### src/rtl/mul_seq_m.sv
// mul_seq_m: multicycle 4x4 unsigned shift-and-add multiplier controller.
// Wraps an external adder (adder_m): drives its operands adout0/bdout0 and
// folds its result tadd back into the {hi,lo} partial-product register.
// Handshakes: a transfer happens on a rising clk edge where valid and ready
// are both high; valid, once raised, is held with stable data until that edge.
// Optional feature: define MUL_ZERO_BYPASS_EN to skip CALC when either
// operand is zero (product 0 is presented right after the accept edge).
module mul_seq_m #(
  parameter int OPW  = 4,
  parameter int CNTW = 3
) (
  input  logic              clk,
  input  logic              rst_n,
  input  logic              in_valid,
  output logic              in_ready,
  input  logic [OPW-1:0]    a_in,
  input  logic [OPW-1:0]    b_in,
  output logic [OPW-1:0]    adout0,
  output logic [OPW-1:0]    bdout0,
  input  logic [2*OPW-1:0]  tadd,
  output logic              out_valid,
  input  logic              out_ready,
  output logic [2*OPW-1:0]  product,
  output logic              busy
);

  typedef enum logic [1:0] {
    IDLE = 2'd0,
    CALC = 2'd1,
    DONE = 2'd2
  } state_t;

  state_t          state;
  state_t          state_nx;
  logic [OPW-1:0]  mcand;
  logic [OPW-1:0]  hi;
  logic [OPW-1:0]  lo;
  logic [CNTW-1:0] cnt;
  logic            accept;
  logic            last_iter;
  logic            zero_op;

  // Only the carry and sum bits of the adder are meaningful; upper bits are don't-care.
  logic unused_tadd;
  assign unused_tadd = ^tadd[2*OPW-1:OPW+1];

  assign accept    = (state == IDLE) && in_valid;
  assign last_iter = (cnt == CNTW'(OPW - 1));

`ifdef MUL_ZERO_BYPASS_EN
  assign zero_op = (a_in == '0) || (b_in == '0);
`else
  assign zero_op = 1'b0;
`endif

  // State register.
  always_ff @(posedge clk or negedge rst_n) begin
    if (!rst_n) begin
      state <= IDLE;
    end else begin
      state <= state_nx;
    end
  end

  // Next-state logic and handshake/adder outputs decoded from state.
  always_comb begin
    state_nx  = state;
    in_ready  = 1'b0;
    out_valid = 1'b0;
    busy      = 1'b0;
    adout0    = '0;
    bdout0    = '0;
    case (state)
      IDLE: begin
        in_ready = 1'b1;
        if (in_valid) begin
          state_nx = zero_op ? DONE : CALC;
        end
      end
      CALC: begin
        busy   = 1'b1;
        adout0 = hi;
        bdout0 = lo[0] ? mcand : '0;
        if (last_iter) begin
          state_nx = DONE;
        end
      end
      DONE: begin
        busy      = 1'b1;
        out_valid = 1'b1;
        if (out_ready) begin
          state_nx = IDLE;
        end
      end
      default: begin
        state_nx = IDLE;
      end
    endcase
  end

  // Datapath: operand capture, shift-and-add iterations, product register.
  always_ff @(posedge clk or negedge rst_n) begin
    if (!rst_n) begin
      mcand   <= '0;
      hi      <= '0;
      lo      <= '0;
      cnt     <= '0;
      product <= '0;
    end else begin
      if (accept) begin
        mcand <= a_in;
        hi    <= '0;
        cnt   <= '0;
        if (zero_op) begin
          lo      <= '0;
          product <= '0;
        end else begin
          lo <= b_in;
        end
      end else if (state == CALC) begin
        // Adder carry lands in hi[MSB]; the bit shifted out of hi enters lo.
        hi  <= tadd[OPW:1];
        lo  <= {tadd[0], lo[OPW-1:1]};
        cnt <= cnt + CNTW'(1);
        if (last_iter) begin
          product <= {tadd[OPW:0], lo[OPW-1:1]};
        end
      end
    end
  end

endmodule

### config.mk
export PLATFORM = sky130hd
export DESIGN_NAME = mul_seq_m
export DESIGN_NICKNAME = d
export VERILOG_FILES = /design/src/rtl/mul_seq_m.sv
export SDC_FILE = /design/constraint.sdc
export NUM_CORES = 1
export LEC_CHECK = 0
export CELL_PAD_IN_SITES_DETAIL_PLACEMENT = 1
export CELL_PAD_IN_SITES_GLOBAL_PLACEMENT = 1
export CORE_MARGIN = 4
export CORE_UTILIZATION = 36
export CTS_CLUSTER_DIAMETER = 30
export DETAILED_ROUTE_END_ITERATION = 16
export GPL_TIMING_DRIVEN = 0
export HOLD_SLACK_MARGIN = 0.06
export PLACE_DENSITY = 0.85
export SLEW_MARGIN = 10
export SYNTH_ARGS = -nofsm -noshare
export SYNTH_HDL_FRONTEND = slang
export SYNTH_SLANG_ARGS = --single-unit
### constraint.sdc
create_clock -name clk -period 3.1 [get_ports clk]
set_input_delay 0.465 -clock clk [delete_from_list [all_inputs] [get_ports clk]]
set_output_delay 0.465 -clock clk [all_outputs]
set_load 0.005 [all_outputs]
==> out/qor.yml <==
rr_startpoint: "cnt[0]"
synth_top_family_by_area: "multiplexers"
overflow: 0
startpoint_type: "flop"
critPathSlowestCell: "clkdlybuf4s50_1"
gp_congestion: 0.704
timing.setup.tns_ns: 0
synth_warnings: 0
cp_top_family: "buffers and inverters"
slew_violations: 0
num_rows: 20
yosysTopAreaCell: "dfrtp_1"
syn_nets: 128
yosys_most_used_dff: "dfrtp_1"
antenna_found_initial: 0
mappedNetlistArea_um2: 1160
post-cts-setup-buffers: 0
period_share_pct: 83.9
status: "complete, no violations"
fmax_mhz: 385
clockBufferDepth: 2
cts_resized: 0
setup_viol: 0
grt_use_met1_pct: 17.4
top_usage_layer: "met2"
die_area_um2: 4200
synthTopCellsByCount: "dfrtp_1 (25), nand2_1 (16), mux2_2 (11), mux2i_1 (9), nor2_1 (7)"
antenna_left: 0
start_util_pct: 37.7
viasPerCell: 4.71
crit_buf_inv: 3
irDropWorstVdd_v: 0.000349
rsz0062_at_grt: "no"
antenna_cells: 0
holdCritPathClass: "primary input to asynchronous set/reset pin"
min_period_ns: 2.60
first_iter_violations: 9
core_um2: 3080
clock_latency_ns: 0.33
first_pass_iters: 4
crit_path_end: "bdout0[2]"
synthArstFlopShare_pct: 100
first_global_vias: 1014
power-per-cell-area_nw_per_um2: 863
drive_above_1_share_pct: 14.9
synthTopCellsByArea: "dfrtp_1 (54%), mux2_2 (11%), mux2i_1 (7.8%)"
root_buffer: "clkbuf_4"
tightest_slew_ns: 0.546
areaGrowthSynthToFinish_pct: 37.1
critPathLaunch: "state[1]"
end_kind: "output pin"
ys_seq_area_share_pct: 53.9
htreeDepth: 1
grt_usage_pct: 14.9
chipWidth_um: 64.8
die_h_um: 64.8
grt_pass1_wl_mm: 4.77
yosysMostFrequentCell: "dfrtp_1"
critical_path.max_fanout: 10
dr_total_vias: 871
clkTransAtPathRegs_ns: 0.14
synth_compound_area_share_pct: 2.59
fin_util_pct: 51.7
postSynthAreaPerCell_um2: 11.4
port_buffers: 35
dp_hpwl_mm: 2.11
grt_max_degree: 26
slew_headroom_pct: 63.6
crit_arrival_ns: 2.13
path_depth: 5
r2r_setup_slack_ns: 1.38
crit_required_ns: 2.63
final_net_count: 168
synthAdderAreaFrac_pct: 6.47
use_met3_pct: 3.12
rr_endpoint: "state[0]"
numClockSinks: 25
cts_buffers: 3
drc: 0
synth_mux_area_share_pct: 18.4
synth_edf_count: 0
power.leakage_nw: 0.743
path_cells: "inv_1 > ha_1 > clkbuf_1 > and3_1 > clkdlybuf4s50_1"
synth_top_area_share_pct: 53.9
synth-xor-area-share_pct: 0.754
hold_viol_final: 0
ios: 39
rr_worst_depth: 5
total_power_mw: 1.37
tritoncts: "built"
yosysUniqueCellTypes: 16
yosys_register_bits: 25
wirelength_mm: 2.69
synthSimpleGateAreaFrac_pct: 13.4
grt_use_met2_pct: 26.2
synth_cells: 102
skew_ns: 0.00915
wl_per_cell_um: 14.5
cts.hold.buffers_added: 0
crit_type: "flop to output pin"
drv_cap: 0
critPathMaxStageDelay_ns: 0.50
-- routing by layer --
metal / share of wire (%) / up-vias
li1: - / 416
met2: 52 / 27
met1: 41 / 421
met4: 2.1 / 0
met5: 0 / -
met3: 4.8 / 7
-- worst reg2reg max path: stages, from the launching register on --
cell and delay, ns:
dfrtp_1 0.40, ha_1 0.16, ha_1 0.16, inv_1 0.05, a222oi_1 0.47, mux2_2 0.39
-- flip-flops by register name, summed over array words and instances, names as in the netlist --
register and count:
product 8, mcand 4, state 2, cnt 3
hi 4, lo 4
-- area by class of cell --
cell class | instances | area [µm²]
fill | 336 | 1490
sequential | 25 | 626
multi-input combinational | 66 | 483
timing repair buffer | 35 | 345
tap | 44 | 55.1
buffer | 5 | 30.0
clock buffer | 3 | 22.5
inverter | 6 | 22.5
clock inverter | 1 | 7.51
-- layout by cell type (no fill, tap or decap) --
| master | n |
|---|---|
| mux2_2 | 11 |
| clkinvlp_4 | 1 |
| dfrtp_1 | 25 |
| nand2_1 | 16 |
| o21ai_0 | 4 |
| a222oi_1 | 1 |
| ha_1 | 6 |
| clkdlybuf4s50_1 | 34 |
| nand2_2 | 1 |
| and3_1 | 5 |
| clkbuf_1 | 1 |
| nor2_1 | 7 |
| xnor2_1 | 1 |
| inv_1 | 6 |
| mux2i_1 | 9 |
| clkbuf_4 | 3 |
| and2_1 | 5 |
| buf_6 | 1 |
| buf_2 | 4 |
-- worst min-delay path by stage --
stage	startpoint	end	slack, ns	cells after the start
after global placement	mcand[1]	mcand[1]	0.45	2
final	rst_n	product[4]	0.1	1
after CTS	mcand[0]	mcand[0]	0.50	2
after global routing	rst_n	product[3]	0.12	1
after floorplan	rst_n	cnt[0]	0.17	0
after detailed placement	mcand[0]	mcand[0]	0.47	2
-- where the power goes --
| part | leakage, nW | internal (mW) | switching (mW) |
|---|---|---|---|
| clock | 0.0139 | 0.0494 | 0.0987 |
| sequential | 0.316 | 0.472 | 0.0866 |
| combinational | 0.413 | 0.379 | 0.288 |
-- kinds of logic after synthesis --
family	after synthesis
flops	25
compound gates	5
simple gates	34
mux	20
buf+inv	11
fa+ha+maj	6
xor+xnor	1
-- metrics by stage --
stage / setup WS (ns) / hold slack, ns / area [µm²] / cells
final: 0.500 / 0.0954 / 1590 / 185
after detailed placement: 0.831 / 0.469 / 1570 / 181
after global placement: 0.891 / 0.452 / 1570 / 181
after CTS: 0.445 / 0.500 / 1600 / 185
after floorplan: 1.56 / 0.169 / 1160 / 102
after global routing: 0.331 / 0.123 / 1590 / 185
Note: power is estimated with default switching activity, not from simulation.
